[src/rtl/rtc_pkg.sv]
// Shared types, field widths and helpers for the real-time clock controller.
package rtc_pkg;

    localparam int HR_W   = 5;
    localparam int MIN_W  = 6;
    localparam int SEC_W  = 6;
    localparam int TIME_W = HR_W + MIN_W + SEC_W;

    localparam logic [HR_W-1:0]  HR_MAX  = 5'd23;
    localparam logic [MIN_W-1:0] MIN_MAX = 6'd59;
    localparam logic [SEC_W-1:0] SEC_MAX = 6'd59;

    typedef enum logic [2:0] {
        ST_RUN     = 3'd0,
        ST_SET_HR  = 3'd1,
        ST_SET_MIN = 3'd2,
        ST_SET_SEC = 3'd3,
        ST_ALM_HR  = 3'd4,
        ST_ALM_MIN = 3'd5
    } rtc_state_e;

    typedef struct packed {
        logic [HR_W-1:0]  hh;
        logic [MIN_W-1:0] mm;
        logic [SEC_W-1:0] ss;
    } rtc_time_t;

    function automatic rtc_time_t unpack_time(input logic [TIME_W-1:0] raw);
        return rtc_time_t'(raw);
    endfunction

    function automatic logic [TIME_W-1:0] pack_time(input rtc_time_t t);
        return {t.hh, t.mm, t.ss};
    endfunction

    // Out-of-range values also fall back to zero so a bad cur_time cannot stick.
    function automatic logic [HR_W-1:0] wrap_inc_hr(input logic [HR_W-1:0] v);
        return (v >= HR_MAX) ? '0 : v + 5'd1;
    endfunction

    function automatic logic [5:0] wrap_inc_60(input logic [5:0] v, input logic [5:0] lim);
        return (v >= lim) ? '0 : v + 6'd1;
    endfunction

endpackage

[src/rtl/rtc_prescaler.sv]
// 1 Hz count-enable generator: pcnt runs 0..TICK_DIV-1 while enabled, held at 0 otherwise.
module rtc_prescaler #(
    parameter int TICK_DIV = 100000000
) (
    input  logic clk,
    input  logic reset,
    input  logic en_i,
    output logic tick_o
);

    localparam int            PW   = (TICK_DIV > 1) ? $clog2(TICK_DIV) : 1;
    localparam logic [PW-1:0] PMAX = PW'(TICK_DIV - 1);

    logic [PW-1:0] pcnt_q, pcnt_d;

    // Next count: wrap at terminal count, park at zero while disabled.
    always_comb begin
        pcnt_d = '0;
        if (en_i && (pcnt_q != PMAX)) begin
            pcnt_d = pcnt_q + PW'(1);
        end
    end

    // Count register.
    always_ff @(posedge clk) begin
        if (reset) begin
            pcnt_q <= '0;
        end else begin
            pcnt_q <= pcnt_d;
        end
    end

    assign tick_o = en_i && (pcnt_q == PMAX);

endmodule

[src/rtl/rtc_ctrl.sv]
// Real-time clock sequencer: set-mode FSM, time/alarm edit register, load pulse and alarm ring.
//
//  state      | meaning
//  -----------+-------------------------------------------------
//  ST_RUN     | clock counting, ticks issued, alarm may ring
//  ST_SET_HR  | editing hours of new time
//  ST_SET_MIN | editing minutes of new time
//  ST_SET_SEC | editing seconds; leaving loads the counter
//  ST_ALM_HR  | editing alarm hours
//  ST_ALM_MIN | editing alarm minutes; leaving arms the alarm
module rtc_ctrl
    import rtc_pkg::*;
#(
    parameter int TICK_DIV   = 100000000,
    parameter int RING_TICKS = 60
) (
    input  logic              clk,
    input  logic              reset,
    input  logic              btn_mode,
    input  logic              btn_inc,
    input  logic [TIME_W-1:0] cur_time,
    output logic              tick,
    output logic              load,
    output logic [TIME_W-1:0] load_time,
    output logic [TIME_W-1:0] edit_time,
    output logic [2:0]        state,
    output logic              ring
);

    localparam int            RT        = (RING_TICKS > 1) ? RING_TICKS : 1;
    localparam int            RW        = (RT > 1) ? $clog2(RT) : 1;
    localparam logic [RW-1:0] RCNT_LAST = RW'(RT - 1);

    rtc_state_e       state_q, state_d;
    rtc_time_t        cur_t;
    rtc_time_t        edit_q, edit_d;
    rtc_time_t        ltime_q, ltime_d;
    logic             load_q, load_d;
    logic [HR_W-1:0]  alm_hh_q, alm_hh_d;
    logic [MIN_W-1:0] alm_mm_q, alm_mm_d;
    logic             armed_q, armed_d;
    logic             match_q, match_d, match_dly_q;
    logic             ring_q, ring_d, ring_clr;
    logic [RW-1:0]    rcnt_q, rcnt_d;
    logic             run_en;
    logic             tick_w;

    assign cur_t = unpack_time(cur_time);

    // State register.
    always_ff @(posedge clk) begin
        if (reset) begin
            state_q <= ST_RUN;
        end else begin
            state_q <= state_d;
        end
    end

    // Next state: btn_mode walks the ring of states, otherwise hold.
    always_comb begin
        state_d = state_q;
        if (btn_mode) begin
            case (state_q)
                ST_RUN:     state_d = ST_SET_HR;
                ST_SET_HR:  state_d = ST_SET_MIN;
                ST_SET_MIN: state_d = ST_SET_SEC;
                ST_SET_SEC: state_d = ST_ALM_HR;
                ST_ALM_HR:  state_d = ST_ALM_MIN;
                default:    state_d = ST_RUN;
            endcase
        end
    end

    // Outputs and edit datapath: transition actions on btn_mode, field increments on btn_inc.
    always_comb begin
        run_en   = (state_q == ST_RUN);
        edit_d   = edit_q;
        load_d   = 1'b0;
        ltime_d  = ltime_q;
        alm_hh_d = alm_hh_q;
        alm_mm_d = alm_mm_q;
        armed_d  = armed_q;
        if (btn_mode) begin
            case (state_q)
                ST_RUN: begin
                    edit_d = cur_t;
                end
                ST_SET_SEC: begin
                    load_d    = 1'b1;
                    ltime_d   = edit_q;
                    edit_d.hh = alm_hh_q;
                    edit_d.mm = alm_mm_q;
                    edit_d.ss = '0;
                end
                ST_ALM_MIN: begin
                    alm_hh_d = edit_q.hh;
                    alm_mm_d = edit_q.mm;
                    armed_d  = 1'b1;
                end
                default: ;
            endcase
        end else if (btn_inc) begin
            case (state_q)
                ST_SET_HR, ST_ALM_HR:   edit_d.hh = wrap_inc_hr(edit_q.hh);
                ST_SET_MIN, ST_ALM_MIN: edit_d.mm = wrap_inc_60(edit_q.mm, MIN_MAX);
                ST_SET_SEC:             edit_d.ss = wrap_inc_60(edit_q.ss, SEC_MAX);
                default: ;
            endcase
        end
    end

    // Edit, load and alarm registers.
    always_ff @(posedge clk) begin
        if (reset) begin
            edit_q   <= '0;
            ltime_q  <= '0;
            load_q   <= 1'b0;
            alm_hh_q <= '0;
            alm_mm_q <= '0;
            armed_q  <= 1'b0;
        end else begin
            edit_q   <= edit_d;
            ltime_q  <= ltime_d;
            load_q   <= load_d;
            alm_hh_q <= alm_hh_d;
            alm_mm_q <= alm_mm_d;
            armed_q  <= armed_d;
        end
    end

    rtc_prescaler #(
        .TICK_DIV (TICK_DIV)
    ) u_prescaler (
        .clk    (clk),
        .reset  (reset),
        .en_i   (run_en),
        .tick_o (tick_w)
    );

    // Alarm: a fresh match (re)starts the ring; silence, any mode press or the tick budget ends it.
    always_comb begin
        match_d  = armed_q && (cur_t.hh == alm_hh_q) && (cur_t.mm == alm_mm_q) && (cur_t.ss == '0);
        ring_clr = btn_mode || (btn_inc && run_en) || (tick_w && (rcnt_q == RCNT_LAST));
        ring_d   = ring_q;
        rcnt_d   = rcnt_q;
        if (match_q && !match_dly_q) begin
            ring_d = 1'b1;
            rcnt_d = '0;
        end else if (ring_q) begin
            if (ring_clr) begin
                ring_d = 1'b0;
                rcnt_d = '0;
            end else if (tick_w) begin
                rcnt_d = rcnt_q + RW'(1);
            end
        end
    end

    // Alarm registers.
    always_ff @(posedge clk) begin
        if (reset) begin
            match_q     <= 1'b0;
            match_dly_q <= 1'b0;
            ring_q      <= 1'b0;
            rcnt_q      <= '0;
        end else begin
            match_q     <= match_d;
            match_dly_q <= match_q;
            ring_q      <= ring_d;
            rcnt_q      <= rcnt_d;
        end
    end

    assign tick      = tick_w;
    assign load      = load_q;
    assign load_time = pack_time(ltime_q);
    assign edit_time = pack_time(edit_q);
    assign state     = state_q;
    assign ring      = ring_q;

endmodule

[config.mk]
export PLATFORM = sky130hd
export DESIGN_NAME = rtc_ctrl
export DESIGN_NICKNAME = d
export VERILOG_FILES = /design/src/rtl/rtc_pkg.sv /design/src/rtl/rtc_prescaler.sv /design/src/rtl/rtc_ctrl.sv
export SDC_FILE = /design/constraint.sdc
export NUM_CORES = 1
export LEC_CHECK = 0
export ABC_AREA = 1
export BUFFER_PORTS_ARGS = -buffer_cell sky130_fd_sc_hd__buf_4
export CORE_UTILIZATION = 52
export CTS_CLUSTER_DIAMETER = 200
export DETAILED_ROUTE_END_ITERATION = 6
export PLACE_DENSITY = 0.77
export SLEW_MARGIN = 20
export SYNTH_ARGS = -nofsm -noshare
export SYNTH_HDL_FRONTEND = slang
export SYNTH_SLANG_ARGS = --single-unit
export TNS_END_PERCENT = 10
[constraint.sdc]
create_clock -name clk -period 1.81 [get_ports clk]
set_clock_uncertainty 0.15 [all_clocks]
set_input_delay 0.362 -clock clk [delete_from_list [all_inputs] [get_ports clk]]
set_output_delay 0.362 -clock clk [all_outputs]
set_load 0.05 [all_outputs]
# Yosys cells after proc, flatten, opt, wreduce, memory -nomap -nowiden
# Index checks and enable logic that the tools add are counted.
# word_totals
mem_bits_rw	0
ff_bits	86
n_memories	0
romBits	0
elab_cells	83
out_inout_bits	40
latch_bits	0
# op_classes
n_div	0
n_reduce_logical	30
n_lt_le_gt_ge	3
bitwise_logic	2
eq_ne	11
shift	0
multipliers	0
mux	16
addsub	5
# op_table
operator	n
$mux 6	6
$mux 17	2
$pmux 17 s2	1
$add 27x1->27 const B	1
$eq 27x27->1 const B	1
$ne 27x27->1 const B	1
$add 6x1->6 const B	3
$pmux 3 s5	1
$ge 6x6->1 const B	2
$reduce_bool 2->1	6
$mux 5	2
$reduce_or 2->1	5
$reduce_and 3->1	3
$logic_and 1x1->1	8
$eq 3x2->1 const B	2
$eq 3x3->1 const B	2
$eq 6x6->1	1
$eq 6x6->1 const B	1
$logic_not 6->1	1
$reduce_and 2->1	3
$add 5x1->5 const B	1
$eq 5x5->1	1
$ge 5x5->1 const B	1
$mux 1	4
6 further kinds	8

# Longest topological paths before layout
# Gate-level depths: netlist of the first run.
# logic_depth
ltp_word	7
mapped_depth	11

# By module
# From an unflattened synthesis of the first run, not the netlist that was laid out.
# unflattened
hier_cells	696
hier_area_um2	4624.4
# modules_own_cells
module	n_inst	cells_per_inst	area_per_inst_um2
rtc_ctrl	1	448	3034.2
rtc_prescaler	1	248	1590.3

# Worst setup path after synthesis of the first run
# OpenSTA, ideal clock, no wires.
# synth_path
path_type	reg2out
from	register u_prescaler.pcnt_q[0]
to	output port tick
stages_incl_launch_ff	8
slack_ns	-0.185
arrival_time_ns	1.483
cell_sequence	dfxtp_1 ha_1 nand2_2 nor2_4 nand2_4 nor2_4 nand3_2 inv_1
# synth_via
elab_chain_cells	2
# synth_lines
item	line	source
start, declared	rtc_prescaler.sv:14	logic [PW-1:0] pcnt_q, pcnt_d;
start signal, assigned	rtc_prescaler.sv:29	pcnt_q <= pcnt_d;
$eq 27x27->1	rtc_prescaler.sv:33	assign tick_o = en_i && (pcnt_q == PMAX);
$logic_and 1x1->1	rtc_prescaler.sv:33	
end, declared	rtc_ctrl.sv:22	output logic tick,
# Every way passes these cells.

# Worst setup path after layout of the first run
# layout_path
from	register u_prescaler.pcnt_q[1]
to	output port tick
# The elaborated chain is that of the path after synthesis.

==> impl_metrics.csv, run 1 <==
group,metric,value,unit
sta,fmax,0.492,GHz
global_route,grt_use_total,25.4,%
cells_and_area,multi_input_area,2360,sq um
global_route,grt_pass1_vias,3908,
place,place_ws,-5.36,ps
clock_tree,numCtsBuffers,9,
sta,slew_headroom,65.1,%
route,drtIter0Drc,258,
clock_tree,htree_levels,3,
sta,tightestPinTransition,518,ps
critical_path,startpoint_type,"register",
run,drv_cap,0,
die,die_w,93.7,um
critical_path,critPathCaptureType,"output port",
yosys,synth_edf_count,0,
route,vias,4390,
pwr,power.density,798,nW/um^2
global_route,grt_pass1_wl,17600,um
place,port_buffers,60,
critical_path,crit_fanout,2,
global_route,grt_max_degree,49,
yosys,synth-main-ff-cell,"dfxtp_1",
yosys,netlist_area,4370,sq um
yosys,synth.area.top_cells,"dfxtp_1, nand2_1, o21ai_0",
yosys,synth_area_per_cell,7.15,sq um
yosys,postSynth.asyncResetShare,0,%
sta,period_needed,2030,ps
yosys,synth-seq-cells,86,
cells_and_area,area_delta_synth_final,25.5,%
die,rows,33,
place,gp_congestion,0.961,
route,first_pass_iters,5,
yosys,ys_top_cells_by_count,"nand2_1, dfxtp_1, nor2_1",
clock_tree,cts_tree,"done",
status,status,"complete, but fails checks",
yosys,yosysMostFrequentCell,"nand2_1",
die,initial_core_util,53.5,%
pwr,ir_worst_vdd,0.419,mV
sta,whs,84.5,ps
yosys,synthCells,612,
yosys,ys_types,40,
clock_tree,cts_sinks,86,
place,dp_hpwl,7900,um
pwr,leakage,2.19,nW
critical_path,worstPathRequired,1300,ps
critical_path,arrival,1520,ps
sta,slew_violations,0,
global_route,antenna_found_initial,0,
route,routedWlPerCell,13.3,um
die,coreArea,8180,sq um
cells_and_area,regArea,1730,sq um
cells_and_area,fill_cells,691,
critical_path,path_class,"register to output port",
clock_tree,clk-insertion-delay-late,360,ps
yosys,synth_top_cell_by_area,"dfxtp_1",
clock_tree,cts.path.max_buffers,2,
sta,setup_viol,3,
die,die_area,8780,sq um
route,via_per_inst,5.39,
worst_hold_path,hp-class,"input pin to register",
clock_tree,root_buffer,"clkbuf_8",
route,drc,0,
global_route,grt-ovfl-total,0,
yosys,netlist.area_leader.share,39.4,%
yosys,syn-num-nets,638,
sta,rsz0062_at_grt,"true",
die,ios,61,
die,die_h,93.7,um
yosys,yosys_warnings,0,
sta,finalWorstSetupSlack,-224,ps
status,failed_checks,"negative setup slack",
sta,min_period_over_period,112,%
cells_and_area,drive_gt1_share,24.4,%
route,drt_wl_total,10900,um
cells_and_area,fin_nets,730,
yosys,ys_seq_area_share,39.4,%
route,antenna_left,0,
pwr,total_power,4.38,mW
sta,hold_viol,0,
clock_tree,cts.clk_slew.worst_paths,80,ps
cells_and_area,diodes,0,
per-stage QoR:
step                area [sq um]  utilization [%]  std cells  setup TNS [ps]
CTS                         5450             66.6        812            -366
finish                      5490             67.1        814            -280
floorplan                   4390                -        612            -126
global placement            5150             63.0        794               0
detailed placement          5150             63.0        794           -5.36
global route                5490             67.1        814            -689
flip-flops by register name (all words and copies together), names as in the netlist, 3 cells and up:
name                flops
alm_hh_q                5
alm_mm_q                6
edit_time              17
load_time              17
rcnt_q                  6
state                   3
u_prescaler.pcnt_q     27
cell families after synthesis:
| kind of cell | after synthesis | synth area share [%] |
|---|---|---|
| flops | 86 | 39.4 |
| xor+xnor | 20 | 4.00 |
| buf+inv | 86 | 7.92 |
| fa+ha+maj | 5 | 1.43 |
| compound gates | 148 | 18.4 |
| simple gates | 267 | 28.8 |
report_power, final:
group	switching, mW	leakage [nW]	internal [mW]
clock	0.700	0.112	0.915
sequential	0.0759	0.701	1.96
combinational	0.484	1.37	0.250
total	1.26	2.19	3.12
cells in the final DEF (no fill, tap or decap), types with 2 or more instances in the layout:
cell        count
a21oi_1        55
a221oi_1        2
a31oi_1         8
buf_4          97
bufinv_16       3
clkbuf_8        9
clkinvlp_4      4
dfxtp_1        76
dfxtp_2        10
ha_1            4
inv_1          61
inv_2           5
nand2_1        94
nand2_2         5
nand2_4         3
nand3_1        30
nand3_2         3
nand3_4         2
nand4_1        11
nor2_1         77
nor2_2         10
nor2_4          5
nor3_1          7
nor3_2          3
nor3b_1         3
nor4_1          4
o211ai_1        2
o21a_1          2
o21ai_0        62
o21ai_1         6
o21bai_1        4
o22ai_1         3
or2_0           2
or2_2           6
xnor2_1         6
xor2_1         14
layer usage:
layer	routed length [um]	up-vias	share of wire (%)	track usage [%]
met3	682	12	6.3	5.50
li1	-	2207	-	-
met1	4990	2035	46	34.0
met4	136	0	1.3	8.97
met5	0	-	0	0
met2	5050	136	47	40.2
repair_timing:
item	in CTS	in global routing
setup endpoints to repair	1	22
resized for setup	10	12
cloned	0	0
hold buffers	0	0
setup buffers	2	2
pin swaps	4	6
worst paths after layout:
path	endpoint	cells past startpoint	slack, ps	start
setup / recovery	tick	8	-220	u_prescaler.pcnt_q[1]
hold / removal	armed_q	2	80	reset
setup reg to reg	u_prescaler.pcnt_q[14]	11	-30	u_prescaler.pcnt_q[1]
hold reg to reg	match_dly_q	2	280	match_q
area by class of cell:
cell class | instances | share of cell area (%)
multi-input cells | 440 | 43.0
flip-flops and latches | 86 | 31.6
repair buffers | 99 | 13.9
inverters | 68 | 4.79
well taps | 105 | 2.39
clock buffers | 10 | 2.33
clock inverters | 6 | 2.01
worst max-delay path, cell delays in order (launching register included):
cell	delay [ps]
dfxtp_2	360
ha_4	150
nand2_4	50
nor2_4	110
nand2_4	60
nor2_4	110
nand3_4	90
clkinvlp_4	80
buf_8	130
(Power assumes the default switching activity.)
==> inputs of run 2 (changes only) <==
--- a/config.mk
+++ b/config.mk
@@ -7,12 +7,14 @@
 export LEC_CHECK = 0
 export ABC_AREA = 1
 export BUFFER_PORTS_ARGS = -buffer_cell sky130_fd_sc_hd__buf_4
-export CORE_UTILIZATION = 52
+export CAP_MARGIN = 15
+export CELL_PAD_IN_SITES_DETAIL_PLACEMENT = 2
+export CELL_PAD_IN_SITES_GLOBAL_PLACEMENT = 2
+export CORE_UTILIZATION = 29
 export CTS_CLUSTER_DIAMETER = 200
 export DETAILED_ROUTE_END_ITERATION = 6
-export PLACE_DENSITY = 0.77
+export PLACE_DENSITY = 0.76
 export SLEW_MARGIN = 20
 export SYNTH_ARGS = -nofsm -noshare
 export SYNTH_HDL_FRONTEND = slang
 export SYNTH_SLANG_ARGS = --single-unit
-export TNS_END_PERCENT = 10
==> run 2 against run 1 <==
- the run still ends with negative setup slack left
- clock-buffer cell count rose by 1
- maximum frequency fell by 3.3%
- flip-flop and latch count unchanged
- design area rose by 8.4%
- combinational power grew 15%
- sequential power barely moved
- global-route usage fell by 4.1 points
- final cell count is 12% higher
- setup slack got worse by 69 ps
- routed wire length increased by 53%
- largest cell class unchanged
- largest power group is now the clock network
==> impl_metrics.csv, run 2 (same netlist as run 1, synthesis figures left out) <==
group,metric,value,unit
cells_and_area,fin_nets,745,
die,die_w,125,um
sta,setup_viol,2,
route,via_per_inst,5.09,
cells_and_area,top_register,"u_prescaler.pcnt_q",
cells_and_area,area_delta_synth_final,36.0,%
cells_and_area,diodes,0,
critical_path,crit_fanout,5,
die,initial_core_util,29.9,%
sta,fmax,0.476,GHz
critical_path,crit_start,"u_prescaler.pcnt_q[11]",
clock_tree,cts_sinks,86,
sta,rsz0062_at_grt,"true",
critical_path,reg2reg_slack,0,ps
route,first_pass_iters,5,
pwr,seq_power_share,40.6,%
place,dp_cells,878,
route,routedWlPerCell,18.3,um
global_route,grt_max_degree,36,
worst_hold_path,hp-class,"input pin to register",
global_route,grt_pass1_wl,26200,um
critical_path,startpoint_type,"register",
pwr,swShare,29.2,%
place,place_ws,-113,ps
cells_and_area,final_cell_mix,"buf_4, nand2_1, nor2_1",
die,ios,61,
die,die_h,125,um
die,die_area,15600,sq um
pwr,p_int,3.53,mW
global_route,grt_pass1_vias,5039,
pwr,switching_power,1.46,mW
global_route,grt-ovfl-total,0,
die,coreArea,14600,sq um
route,drt_wl_total,16600,um
cells_and_area,final_cells,908,
critical_path,rr_worst_depth,11,
clock_tree,cts.path.max_buffers,2,
clock_tree,cts_tree,"done",
status,status,"complete, but fails checks",
sta,min_period_over_period,116,%
pwr,ir_worst_vdd,0.595,mV
route,drtIter0Drc,107,
critical_path,critPathCaptureType,"output port",
clock_tree,numCtsBuffers,9,
sta,finalWorstSetupSlack,-293,ps
route,vias,4620,
critical_path,worstPathRequired,1300,ps
clock_tree,cts-hold-fix-buffers,0,
sta,whs,97.3,ps
pwr,clockPowerShare,42.5,%
global_route,antenna_found_initial,0,
route,drc,0,
critical_path,arrival,1590,ps
sta,hold_viol,0,
global_route,grt_use_total,21.3,%
cells_and_area,largest_reg_flops,27,
pwr,power.share.combinational,16.9,%
pwr,power.density,839,nW/um^2
place,port_buffers,60,
critical_path,path_class,"register to output port",
sta,period_needed,2100,ps
place,dp_hpwl,12100,um
clock_tree,clk-insertion-delay-late,350,ps
route,antenna_left,0,
sta,tightestPinTransition,354,ps
status,failed_checks,"negative setup slack",
sta,slew_headroom,76.2,%
clock_tree,htree_levels,3,
critical_path,r2r_start,"u_prescaler.pcnt_q[11]",
cells_and_area,drive_gt1_share,30.0,%
pwr,leakage,2.36,nW
place,gp_congestion,0.869,
critical_path,endpoint,"tick",
clock_tree,cts.clk_slew.worst_paths,70,ps
die,rows,44,
critical_path,r2r-end,"u_prescaler.pcnt_q[12]",
clock_tree,root_buffer,"clkbuf_16",
sta,slew_violations,0,
cells_and_area,layout_commonest_cell,"buf_4",
run,drv_cap,0,
[run 2: cell count changes in the layout (fill, tap and decap cells not counted), moves of 3 or more]
cell       delta
nor2_2        -3
dfxtp_1      -13
nand2_1       -3
o21ai_2       +3
nand2_4       +3
clkbuf_8      -7
clkbuf_16     +9
buf_4        +10
nor2_4        +3
dfxtp_2      +12
[run 2: metrics by stage]
step / instance area, sq um / total power [mW] / TNS, ps / util (%)
after detailed placement: 5300 / 2.87 / -644 / 36.2
after floorplan: 4390 / 2.54 / -99.5 / -
after global placement: 5300 / 2.84 / 0 / 36.2
after CTS: 5740 / 5.00 / -327 / 39.2
after global routing: 5950 / 5.17 / -1190 / 40.6
final: 5950 / 4.99 / -294 / 40.6
[run 2: power by group through the flow]
stage	Combinational [mW]	Sequential, mW	Clock, mW
after floorplan	0.286	2.26	0
after global placement	0.777	2.06	0
after detailed placement	0.804	2.07	0
after CTS	0.821	2.03	2.15
after global routing	0.905	2.03	2.23
final	0.843	2.03	2.12
[run 2: per-layer routing]
| metal | wire length (um) | GRT usage [%] |
|---|---|---|
| met5 | 0 | 0 |
| met4 | 223 | 4.81 |
| met3 | 505 | 4.64 |
| met2 | 9180 | 41.7 |
| met1 | 6690 | 23.0 |
[run 2: final cells by class]
class	instances	area [sq um]
Clock inverter	5	81.3
Fill cell	1723	8700
Timing Repair Buffer	113	895
Sequential cell	86	1750
Inverter	68	262
Tap cell	184	230
Multi-Input combinational cell	441	2470
Clock buffer	11	253
[run 2: repair_timing]
item | 4_1_cts | 5_1_grt
gates cloned | 0 | 1
pin swaps | 6 | 15
setup endpoints to repair | 10 | 36
buffers inserted | 2 | 12
resized for setup | 22 | 39
[run 2: worst max-delay path: stages, from the launching register on]
cell and delay, ps:
dfxtp_4 370, inv_4 70, nand2_1 50, nor2_1 130, nand2_1 120, nor2_4 160
nand3_4 100, clkinvlp_4 90, buf_8 140
[run 2: worst min-delay path by stage]
stage,start,endpoint,depth (start not counted)
CTS,reset,ring,2
global placement,u_prescaler.pcnt_q[22],u_prescaler.pcnt_q[22],2
floorplan,match_q,match_dly_q,2
global route,reset,match_dly_q,2
detailed placement,armed_q,armed_q,2
finish,reset,ring,2
